--- src/rtl/jt51_acc_seq_if.sv ---
// rtl/jt51_acc_seq_if.sv - stereo sample handoff between the slot sequencer and its consumer
interface jt51_acc_seq_if;
  logic signed [15:0] sample_l;
  logic signed [15:0] sample_r;
  logic               sample_valid;
  logic               sample_ready;

  modport master (
    output sample_l,
    output sample_r,
    output sample_valid,
    input  sample_ready
  );

  modport slave (
    input  sample_l,
    input  sample_r,
    input  sample_valid,
    output sample_ready
  );
endinterface

--- src/rtl/jt51_acc_seq.sv ---
// rtl/jt51_acc_seq.sv - JT51 operator slot sequencer, RL enables and per-frame sample capture
module jt51_acc_seq #(
  parameter logic [4:0] LATCH_SLOT = 5'd23
) (
  input  logic               clk,
  input  logic               rst,
  input  logic               i_cen,
  input  logic               i_cfg_we,
  input  logic [2:0]         i_cfg_ch,
  input  logic [1:0]         i_cfg_rl,
  output logic [4:0]         o_slot,
  output logic               o_zero,
  output logic               o_op31_acc,
  output logic [1:0]         o_rl,
  input  logic signed [15:0] i_left_in,
  input  logic signed [15:0] i_right_in,
  output logic               o_overrun,
  input  logic               i_ovr_clr,
  jt51_acc_seq_if.master     smp
);

  logic [4:0]         r_slot;
  logic               r_zero;
  logic               r_op31;
  logic [1:0]         r_rl;
  logic [1:0]         r_rl_cfg [8];
  logic               r_wrapped;
  logic               r_primed;
  logic signed [15:0] r_sample_l;
  logic signed [15:0] r_sample_r;
  logic               r_valid;
  logic               r_overrun;

  logic [4:0]         w_slot_nx;
  logic               w_capture;
  logic               w_xfer;

  assign w_slot_nx = r_slot + 5'd1;
  // The first frame after reset sums garbage, so capture waits for primed.
  assign w_capture = i_cen & r_primed & (w_slot_nx == LATCH_SLOT);
  assign w_xfer    = r_valid & smp.sample_ready;

  always_ff @(posedge clk) begin
    if (rst) begin
      r_slot     <= 5'd31;
      r_zero     <= 1'b0;
      r_op31     <= 1'b0;
      r_rl       <= 2'b00;
      r_wrapped  <= 1'b0;
      r_primed   <= 1'b0;
      r_sample_l <= '0;
      r_sample_r <= '0;
      r_valid    <= 1'b0;
      r_overrun  <= 1'b0;
      for (int i = 0; i < 8; i++) r_rl_cfg[i] <= 2'b00;
    end else begin
      if (i_cen) begin
        r_slot <= w_slot_nx;
        r_zero <= (w_slot_nx == 5'd0);
        r_op31 <= (w_slot_nx == 5'd31);
        r_rl   <= r_rl_cfg[w_slot_nx[2:0]];
        if (w_slot_nx == 5'd0) begin
          r_wrapped <= 1'b1;
          if (r_wrapped) r_primed <= 1'b1;
        end
      end

      if (i_cfg_we) r_rl_cfg[i_cfg_ch] <= i_cfg_rl;

      if (w_capture) begin
        r_sample_l <= i_left_in;
        r_sample_r <= i_right_in;
        r_valid    <= 1'b1;
      end else if (w_xfer) begin
        r_valid <= 1'b0;
      end

      // A new overrun beats a simultaneous clear.
      if (w_capture & r_valid & ~smp.sample_ready) r_overrun <= 1'b1;
      else if (i_ovr_clr)                           r_overrun <= 1'b0;
    end
  end

  assign o_slot           = r_slot;
  assign o_zero           = r_zero;
  assign o_op31_acc       = r_op31;
  assign o_rl             = r_rl;
  assign o_overrun        = r_overrun;
  assign smp.sample_l     = r_sample_l;
  assign smp.sample_r     = r_sample_r;
  assign smp.sample_valid = r_valid;

endmodule

--- src/flat_wrapper.sv ---
// flat-port wrapper written by rule: the top's interface ports become plain ports
module jt51_acc_seq_flat 
#(
  parameter logic [4:0] LATCH_SLOT = 5'd23
)
  (clk, rst, i_cen, i_cfg_we, i_cfg_ch, i_cfg_rl, o_slot, o_zero, o_op31_acc, o_rl, i_left_in, i_right_in, o_overrun, i_ovr_clr, smp_sample_l, smp_sample_r, smp_sample_valid, smp_sample_ready);
  jt51_acc_seq_if smp_i ();
  input  logic clk;
  input  logic rst;
  input  logic i_cen;
  input  logic i_cfg_we;
  input  logic [2:0] i_cfg_ch;
  input  logic [1:0] i_cfg_rl;
  output logic [4:0] o_slot;
  output logic o_zero;
  output logic o_op31_acc;
  output logic [1:0] o_rl;
  input  logic signed [15:0] i_left_in;
  input  logic signed [15:0] i_right_in;
  output logic o_overrun;
  input  logic i_ovr_clr;
  output wire logic [$bits(smp_i.sample_l)-1:0] smp_sample_l;
  output wire logic [$bits(smp_i.sample_r)-1:0] smp_sample_r;
  output wire logic [$bits(smp_i.sample_valid)-1:0] smp_sample_valid;
  input wire logic [$bits(smp_i.sample_ready)-1:0] smp_sample_ready;
  assign smp_sample_l = smp_i.sample_l;
  assign smp_sample_r = smp_i.sample_r;
  assign smp_sample_valid = smp_i.sample_valid;
  assign smp_i.sample_ready = smp_sample_ready;
  jt51_acc_seq #(.LATCH_SLOT(LATCH_SLOT)) u_core (.clk(clk), .rst(rst), .i_cen(i_cen), .i_cfg_we(i_cfg_we), .i_cfg_ch(i_cfg_ch), .i_cfg_rl(i_cfg_rl), .o_slot(o_slot), .o_zero(o_zero), .o_op31_acc(o_op31_acc), .o_rl(o_rl), .i_left_in(i_left_in), .i_right_in(i_right_in), .o_overrun(o_overrun), .i_ovr_clr(i_ovr_clr), .smp(smp_i));
endmodule
--- config.mk ---
export PLATFORM = sky130hd
export DESIGN_NAME = jt51_acc_seq_flat
export DESIGN_NICKNAME = d
export VERILOG_FILES = /design/src/rtl/jt51_acc_seq_if.sv /design/src/rtl/jt51_acc_seq.sv /design/src/flat_wrapper.sv
export SDC_FILE = /design/constraint.sdc
export NUM_CORES = 1
export LEC_CHECK = 0
export CORE_MARGIN = 8
export CORE_UTILIZATION = 49
export DETAILED_ROUTE_END_ITERATION = 7
export PLACE_DENSITY = 0.84
export SLEW_MARGIN = 15
export SYNTH_ARGS = -nofsm -noshare
export SYNTH_HDL_FRONTEND = slang
export SYNTH_SLANG_ARGS = --single-unit
--- constraint.sdc ---
create_clock -name clk -period 4.7 [get_ports clk]
set_input_delay 0.94 -clock clk [delete_from_list [all_inputs] [get_ports clk]]
set_output_delay 0.94 -clock clk [all_outputs]
set_load 0.03 [all_outputs]
======== After elaboration in Yosys (flattened, before gate mapping) ========
Memory sizes are Yosys's and may differ from the RTL's. A register that Yosys moved wholly into a read port is not among the register bits.
Index checks and enable logic that the tools add are counted.
storage, ports and cells
  bits in registers ....................... 43
  bits in writable memories ............... 16
  bits of input ports ..................... 43
  output and inout bits ................... 43
  word-level logic and storage cells ...... 37
  memories ................................ 1
memories
  memory           words  bits a word  read ports  clocked after Yosys merged registers in  write ports  RTL line            text
  u_core.r_rl_cfg  8      2            1           1                                        8            jt51_acc_seq.sv:26  logic [1:0] r_rl_cfg [8];
operators by class
  add/sub/neg operators ................... 1
  equality and inequality tests ........... 2
  mux-type cells .......................... 12
  bitwise gates (word level) .............. 6
  reductions and logical operators ........ 6
operators with widths
  kind                 count
  $eq 5x5->1 const B   2
  $mux 1               10
  $add 5x1->5 const B  1
  $and 1x1->1          5
  $logic_not 5->1      1
  $reduce_bool 2->1    2
  $mux 3               1
  $reduce_and 3->1     1
  $mux 2               1
  $reduce_and 2->1     1
  $reduce_or 2->1      1
  $not 1->1            1

======== Logic depth before layout (Yosys ltp) ========
Gate-level depths: netlist of run 1.
  word-level depth ........................ 6
  mapped depth ............................ 8
  mapped depth without buffers ............ 5

======== Worst setup path after synthesis of run 1 ========
Ideal clock, no wire load.
  path type ............................... input to register
  from .................................... input i_cen
  to ...................................... register u_core.r_overrun (netlist: u_core.o_overrun)
  setup time .............................. 0.067 ns
  arrival ................................. 1.961 ns
  required time ........................... 4.633 ns
  setup slack ............................. 2.672 ns
  stages .................................. 5
  buffers on the path ..................... 1
  cell sequence ........................... clkbuf_1 > and2_1 > nand4_1 > or3_1 > a21oi_2
between the ends
  longest elaborated chain between the ends .. 5
  elaborated cells between the ends (all ways) .. 6
  classes of those cells .................. 1 x mux; 4 x bitwise; 1 x reduce/logical
RTL lines
  what                                         RTL line            text
  from (decl)                                  flat_wrapper.sv:10  input logic i_cen;
  $and 1x1->1 * (2 in series)                  jt51_acc_seq.sv:40  assign w_capture = i_cen & r_primed & (w_slot_nx == LATCH_SLOT);
  $and 1x1->1 * (2 in series)                  jt51_acc_seq.sv:79  if (w_capture & r_valid & ~smp.sample_ready) r_overrun <= 1'b1;
  $mux 1 or $reduce_bool 2->1 (tied branches)  n/a
  to (signal assigned)                         jt51_acc_seq.sv:54  r_overrun <= 1'b0;
  to (signal assigned)                         jt51_acc_seq.sv:79
  to (signal assigned)                         jt51_acc_seq.sv:80  else if (i_ovr_clr) r_overrun <= 1'b0;
  to (decl)                                    jt51_acc_seq.sv:32  logic r_overrun;
Every way passes the cells marked *; elsewhere a longest branch is shown, timed or not.
A chain may end at the register's enable or synchronous reset.

======== Final worst setup path of run 1 ========
  from .................................... input i_cen
  to ...................................... register u_core.r_sample_l[8] (netlist: u_core.smp.sample_l[8])
between the ends
  longest elaborated chain between the ends .. 2
RTL lines
  what                       RTL line            text
  $and 1x1->1 (2 in series)  jt51_acc_seq.sv:40
  to (signal assigned)       jt51_acc_seq.sv:71  r_sample_l <= i_left_in;
  to (decl)                  jt51_acc_seq.sv:29  logic signed [15:0] r_sample_l;
Every way passes these cells.

==> results of run 1 <==
worst paths after layout:
check / from / endpoint / cells after the start
worst max-delay path: i_cen / u_core.smp.sample_l[8] / 7
worst min-delay path: u_core.smp.sample_l[13] / u_core.smp.sample_l[13] / 2
worst max register to register: u_core.o_slot[0] / u_core.smp.sample_l[8] / 6
worst min register to register: u_core.smp.sample_l[13] / u_core.smp.sample_l[13] / 2
sequential cells by signal, summed over array words and instances (netlist names):
name / flops
u_core.r_wrapped: 1
u_core.smp.sample_l: 16
u_core.o_overrun: 1
u_core.r_rl_cfg: 16
u_core.r_primed: 1
u_core.o_slot: 5
u_core.o_op31_acc: 1
u_core.smp.sample_r: 16
u_core.smp.sample_valid: 1
u_core.o_zero: 1
u_core.o_rl: 2
layout by cell type (no fill, tap or decap), types with 2 or more instances in the layout:
cell / n
o21ai_0: 33
nand3_1: 35
nand4_1: 5
ha_1: 3
a211oi_1: 2
mux2i_1: 2
mux4_2: 4
a21o_1: 3
clkdlybuf4s50_1: 84
xor2_1: 2
o21bai_1: 4
inv_1: 4
xor2_2: 2
nand2_1: 6
and3_2: 2
dfxtp_1: 45
nand2b_1: 11
edfxtp_1: 16
a31o_2: 2
buf_4: 5
a21oi_1: 37
nor2_1: 15
nor3_1: 4
clkinv_2: 2
clkbuf_8: 10
nor2b_1: 3
layout make-up:
cell class,count,area (um2),area share
Inverter,4,15.0,0.00403
Clock inverter,5,56.3,0.0151
Tap cell,72,90.1,0.0242
Sequential cell,61,1380,0.371
Multi-Input combinational cell,185,1130,0.305
Clock buffer,11,163,0.0437
Timing Repair Buffer,90,883,0.237
cell families after synthesis:
group	count (synthesis)
flops	61
fa+ha+maj	3
compound gates	84
simple gates	86
mux	6
xor+xnor	6
buf+inv	30
worst register-to-register path, delay by kind of cell (launching register included):
kind / cells / cell delay (ps)
compound gates: 2 / 280
xor+xnor: 1 / 290
simple gates: 1 / 620
fa+ha+maj: 1 / 420
flops: 1 / 660
buf+inv: 1 / 430
per-layer routing:
metal,track usage,wire [um]
met5,0,0
met4,0.0816,126
met3,0.0437,654
met2,0.305,3520
met1,0.203,2900
where the power goes:
part           switching, mW  internal [mW]  total (mW)
Sequential            0.0212          0.557       0.579
Clock                  0.205          0.290       0.496
Combinational          0.130         0.0961       0.226
Total                  0.356          0.944        1.30
synth_stat cells, drive strengths merged (2+ instances only):
cell type and number:
clkbuf 16, inv 4, nand4 5, a21oi 38, edfxtp 16, nand2 6
a31o 2, xnor2 2, and3 2, nor2 15, nand2b 11, o21bai 4
o21ai 33, mux4 4, xor2 4, dfxtp 45, nor2b 3, a21o 3
nand3 36, ha 3, mux2i 2, a211oi 2, buf 10, nor3 4
==> reports/qor.txt, run 1 <==
Final setup violation count -> 0
Die height -> 89.6 um
PwrDens -> 349 nW/um2
Largest net degree at the start of global routing -> 57
Endpoint type of the worst setup path -> flop
Yosys cell types -> 36
Maximum clock frequency -> 349 MHz
Post-synth net total -> 322
Slew headroom -> 0.354
Overall routing resource usage -> 0.178
Leakage -> 1.28 nW
Die width -> 89.6 um
Synth Area per Inst -> 9.62 um2
Number of global-route vias before repair -> 2,324
Post-Place Worst Slack -> 1520 ps
Synth Area in Simple Gates -> 0.170
Placer Congestion -> 0.759
Worst Hold Class -> reg -> reg
Main combinational cell family by area after synthesis -> compound AO/OA/AOI/OAI gates
Rows -> 27
RSZ-0062 raised after global routing -> false
Slew Limit Fails -> 0
WP data arrival -> 3040 ps
Cell taking the most area after synthesis -> dfxtp_1
Post-CTS Setup Bufs -> 0
Nets -> 397
#FFs+latches synth -> 61
Post-DP HPWL -> 5.10 mm
Grt ovf -> 0
Final WS setup -> 1840 ps
Required @ worst endpoint -> 4880 ps
Syn Std Cell Area -> 2660 um2
I/O Buffers -> 85
Top cell type's share of synthesized area -> 0.339
Clk root buf -> clkbuf_8
Crit path buffers/inverters -> 3
CP peak stage delay -> 580 ps
CTS tree -> yes
Max IR drop VDD -> 0.280 mV
Startpoint Class -> input port
Total of warnings raised by yosys -> 0
CTS clk-pin slew, worst paths -> 70 ps
# DRC -> 0
Area growth syn-to-layout -> 40.1%
Async set or reset register ratio after synthesis -> 0
CTS buffer count -> 9
Drt first pass iters -> 4
Worst-Margin Slew -> 970 ps
Post-route ant nets -> 0
Clock Tree Buf Depth -> 2
Max_cap viols -> 0
Total Wirelength -> 7.20 mm
Iteration-0 DRC Markers -> 112
Fin cells -> 428
Avg Vias per Cell -> 5.48
Seq/Total Area, Yosys -> 0.520
Final period util -> 0.609
DR WL/cell -> 16.8 um
Critical-path cell list -> clkdlybuf4s50_1, buf_4, and2_1, nand4_1, buf_4, o21ai_0, a21oi_1
Core outline area -> 5370 um2
Cells after synthesis -> 276
Vias post-DR -> 2,347
CTS Hold Bufs -> 0
# fillers -> 397
Post-route setup TNS -> 0 ps
Tot Pwr -> 1.30 mW
Tmin final -> 2860 ps
R2r setup slk -> 1840 ps
Post-synthesis mux area share -> 0.0415
Layout Cell Area excl Fill -> 3720 um2
Post-layout util -> 0.693
Die ar. -> 8030 um2
Placed Area -> 3500 um2
CP most frequent cell -> buf_4
Critical path peak fanout -> 19
Family with the most delay on the worst path -> buffers and inverters
Top cells by area, synth -> dfxtp_1 34%, edfxtp_1 18%, a21oi_1 7.0%
Clock latency on the worst-skew pair -> 330 ps
Number of enable flip-flop cells after synthesis -> 16
Setup CP Type -> in -> reg
Boundary Pins -> 86
First-pass GRT wire length -> 11.0 mm
Antenna Cells -> 0
Clock Sinks -> 61
Adder-cell share of the synthesized area -> 0.0141
Top_reg_cell synth -> dfxtp_1
CP max stage cell -> nand4_1
Final hold slack -> 475 ps
Outcome -> finished clean
Starting density of the core -> 0.495
Post-cts resize count -> 0
Clk_skew -> 8.38 ps
Final Hold Fails -> 0
XOR/XNOR share of the synthesized area -> 0.0254
Placed Instances -> 412
Share of layout cells above drive strength 1 -> 0.0983
H-tree depth -> 3
Initial antenna violation count -> 0
Post-synthesis compound-gate area fraction -> 0.173
No activity file was read; power rests on OpenSTA's default activity.
==> run 2, diff against run 1 <==
- CORE_UTILIZATION: 49 -> 41
- PLACE_DENSITY: 0.84 -> 0.75
- clock period: 4.7 -> 2.39 ns (I/O delays scaled with it)
==> reports/qor.txt, run 2 (same netlist as run 1, synthesis figures left out) <==
CTS Hold Bufs -> 0
Post-route setup TNS -> 0 ps
Worst Hold Class -> reg -> reg
Placer Congestion -> 0.795
Layout Cell Area excl Fill -> 3750 um2
R2r startpoint -> u_core.o_slot[1]
CP max stage cell -> clkdlybuf4s50_1
Worst-Margin Slew -> 411 ps
Placed Instances -> 420
Max_cap viols -> 0
Placed Area -> 3560 um2
DR WL/cell -> 15.9 um
Reg2Reg Depth -> 6
CTS tree -> yes
Critical path peak fanout -> 10
RSZ-0062 raised after global routing -> false
I/O Buffers -> 85
Area growth syn-to-layout -> 41.2%
Crit Reg-Reg Endpoint -> u_core.o_overrun
Final Hold Fails -> 0
# fillers -> 558
Vias post-DR -> 2,299
Final hold slack -> 453 ps
Nets -> 400
Leakage -> 1.30 nW
Share of layout cells above drive strength 1 -> 0.100
Post-Place Worst Slack -> 359 ps
Core outline area -> 6310 um2
Iteration-0 DRC Markers -> 151
CTS buffer count -> 9
Endpoint, Worst Hold -> u_core.r_wrapped
Die height -> 96.5 um
Tmin final -> 2180 ps
Clk_skew -> 10.8 ps
Multi-input gate area -> 1130 um2
Slew headroom -> 0.726
Number of global-route vias before repair -> 2,175
Critical-path cell list -> clkdlybuf4s50_1
# DRC -> 0
Grt ovf -> 0
Highest-count cells in the layout ignoring fill and taps -> 84 x clkdlybuf4s50_1, 45 x dfxtp_1, 37 x a21oi_1, 35 x nand3_1, 33 x o21ai_0
Post-DP HPWL -> 5.01 mm
Final setup violation count -> 0
Post-cts resize count -> 0
Maximum clock frequency -> 459 MHz
Final period util -> 0.911
Post-CTS Setup Bufs -> 0
Avg Vias per Cell -> 5.27
Post-layout util -> 0.594
Die width -> 96.5 um
Required @ worst endpoint -> 1910 ps
Register area -> 1380 um2
Fin cells -> 436
Most common cell after layout, fill and taps aside -> clkdlybuf4s50_1
CP peak stage delay -> 790 ps
Clock latency on the worst-skew pair -> 340 ps
Outcome -> finished clean
Post-route ant nets -> 0
Total Wirelength -> 6.95 mm
First-pass GRT wire length -> 10.8 mm
Hold Path Stages -> 2
Family with the most delay on the worst path -> buffers and inverters
R2r setup slk -> 350 ps
CP Depth -> 1
Drt first pass iters -> 5
Hold Crit Start -> u_core.r_wrapped
WP data arrival -> 1700 ps
Slew Limit Fails -> 0
Setup CP Type -> reg -> out
Starting density of the core -> 0.421
Clock Tree Buf Depth -> 2
Die ar. -> 9310 um2
Clock Sinks -> 61
Clk root buf -> clkbuf_8
PwrDens -> 661 nW/um2
Largest net degree at the start of global routing -> 35
Startpoint Class -> flop
Rows -> 29
Endpoint type of the worst setup path -> output pin
H-tree depth -> 3
Tot Pwr -> 2.48 mW
Antenna Cells -> 0
Initial antenna violation count -> 0
Max IR drop VDD -> 0.502 mV
Final WS setup -> 212 ps
Worst setup startpoint -> u_core.o_slot[2]
Overall routing resource usage -> 0.151
CTS clk-pin slew, worst paths -> 70 ps
Boundary Pins -> 86
Crit path buffers/inverters -> 1
run 2: cell types whose count changed in the layout (fill, tap and decap cells not counted), sizes merged:
cell	change
buf	+3
clkbuf	+1
clkinvlp	-1
run 2: final cells by class:
type / instances / share of cell area
Clock buffer: 12 / 0.0387
Inverter: 4 / 0.00400
Sequential cell: 61 / 0.368
Timing Repair Buffer: 93 / 0.248
Tap cell: 77 / 0.0257
Clock inverter: 4 / 0.0130
Multi-Input combinational cell: 185 / 0.302
run 2: how the worst max path moves through the flow:
stage	to	slack, ps
floorplan	u_core.o_overrun	440
global placement	u_core.o_overrun	380
global route	o_slot[2]	150
detailed placement	u_core.o_overrun	360
finish	o_slot[2]	210
CTS	o_slot[2]	190
run 2: layer usage:
metal | vias up | track usage | part of all wire
li1 | 1145 | - | -
met1 | 1071 | 0.189 | 0.43
met2 | 73 | 0.232 | 0.48
met3 | 10 | 0.0433 | 0.077
met4 | 0 | 0.0757 | 0.016
met5 | - | 0 | 0
run 2: report_power, final:
group          switching (mW)  leakage [nW]  internal (mW)
Sequential             0.0351         0.519           1.10
Clock                   0.387         0.100          0.509
Combinational           0.257         0.678          0.194
Total                   0.680          1.30           1.80
==> run 3, diff against run 2 <==
- CORE_MARGIN: 8 -> not set
- CORE_UTILIZATION: 41 -> 49
- PLACE_DENSITY: 0.75 -> 0.84
- REMOVE_ABC_BUFFERS: not set -> 1
- clock period: 2.39 -> 2.57 ns (I/O delays scaled with it)
==> reports/qor.txt, run 3 (same netlist as run 1, synthesis figures left out) <==
Final setup violation count -> 0
Leakage -> 1.30 nW
Crit path buffers/inverters -> 1
I/O Buffers -> 85
CTS buffer count -> 9
Antenna Cells -> 0
Worst Hold Class -> reg -> reg
Die ar. -> 5720 um2
Starting density of the core -> 0.514
Nets -> 400
Tot Pwr -> 2.40 mW
Tmin final -> 2140 ps
Family with the most delay on the worst path -> buffers and inverters
Required @ worst endpoint -> 2060 ps
Overall routing resource usage -> 0.236
Area growth syn-to-layout -> 40.8%
Placer Congestion -> 0.710
Startpoint Class -> flop
Post-CTS Setup Bufs -> 0
Clock Sinks -> 61
Initial antenna violation count -> 0
CTS Hold Bufs -> 0
CTS tree -> yes
Maximum clock frequency -> 468 MHz
Clk_skew -> 10.1 ps
Clock Tree Buf Depth -> 2
CTS clk-pin slew, worst paths -> 60 ps
Post-route ant nets -> 0
Avg Vias per Cell -> 5.42
RSZ-0062 raised after global routing -> false
Vias post-DR -> 2,324
# DRC -> 0
Core outline area -> 5170 um2
Max IR drop VDD -> 0.419 mV
Setup CP Type -> reg -> out
Highest-count cells in the layout ignoring fill and taps -> 84 x clkdlybuf4s50_1, 45 x dfxtp_1, 37 x a21oi_1, 35 x nand3_1, 33 x o21ai_0
Final period util -> 0.831
First-pass GRT wire length -> 9.98 mm
Final Hold Fails -> 0
Max_cap viols -> 0
Clk root buf -> clkbuf_8
H-tree depth -> 3
Slew Limit Fails -> 0
Die height -> 75.6 um
WP data arrival -> 1620 ps
Boundary Pins -> 86
PwrDens -> 641 nW/um2
CP peak stage delay -> 740 ps
CP max stage cell -> clkdlybuf4s50_1
Post-cts resize count -> 0
Most common cell after layout, fill and taps aside -> clkdlybuf4s50_1
Number of global-route vias before repair -> 2,168
Outcome -> finished clean
Critical path peak fanout -> 10
Iteration-0 DRC Markers -> 156
Clock latency on the worst-skew pair -> 330 ps
DR WL/cell -> 14.8 um
Endpoint type of the worst setup path -> output pin
Largest net degree at the start of global routing -> 35
Post-DP HPWL -> 4.29 mm
Worst-Margin Slew -> 498 ps
Share of layout cells above drive strength 1 -> 0.103
Die width -> 75.6 um
Drt first pass iters -> 4
Final hold slack -> 474 ps
Slew headroom -> 0.668
Critical-path cell list -> clkdlybuf4s50_1
Total Wirelength -> 6.36 mm
Grt ovf -> 0
Rows -> 26
## run 3: cell types whose count changed in the layout (fill, tap and decap cells not counted)
cell	previous run	this run
buf_12	2	0
bufinv_16	1	2
clkinv_4	1	0
clkbuf_1	2	1
buf_4	6	8
clkinv_2	2	3
## run 3: cell type report
type / count / area [um2]
multi-input cells: 185 / 1130
fillers: 391 / 1430
clock inverters: 5 / 75.1
inverters: 4 / 15.0
repair buffers: 93 / 906
clock buffers: 11 / 141
flip-flops and latches: 61 / 1380
well taps: 70 / 87.6
## run 3: path summary, 6_finish.rpt
kind	from	endpoint	slack, ps	cells past startpoint
setup / recovery	u_core.o_slot[2]	o_slot[2]	430	1
hold / removal	u_core.r_wrapped	u_core.r_wrapped	470	2
setup reg to reg	u_core.o_slot[1]	u_core.smp.sample_l[6]	490	6
hold reg to reg	u_core.r_wrapped	u_core.r_wrapped	470	2
## run 3: metal layers
layer / vias up / part of all wire / GRT usage
met2: 87 / 0.50 / 0.387
met1: 1078 / 0.42 / 0.293
li1: 1145 / - / -
met5: - / 0 / 0
met3: 14 / 0.053 / 0.0489
met4: 0 / 0.027 / 0.128
## run 3: report_power, final
| group | leakage, nW | internal, mW | switching, mW |
|---|---|---|---|
| Combinational | 0.669 | 0.179 | 0.243 |
| Clock | 0.113 | 0.568 | 0.359 |
| Sequential | 0.519 | 1.02 | 0.0304 |
| Total | 1.30 | 1.77 | 0.632 |
## run 3: through the flow
stage | cell area, um2 | util | setup TNS (ps) | instances | worst slack [ps]
finish | 3740 | 0.723 | 0 | 429 | 435
global route | 3740 | 0.723 | 0 | 429 | 358
CTS | 3740 | 0.723 | 0 | 429 | 421
detailed placement | 3520 | 0.681 | 0 | 413 | 513
global placement | 3520 | 0.681 | 0 | 413 | 597
floorplan | 2520 | - | -1380 | 250 | -260
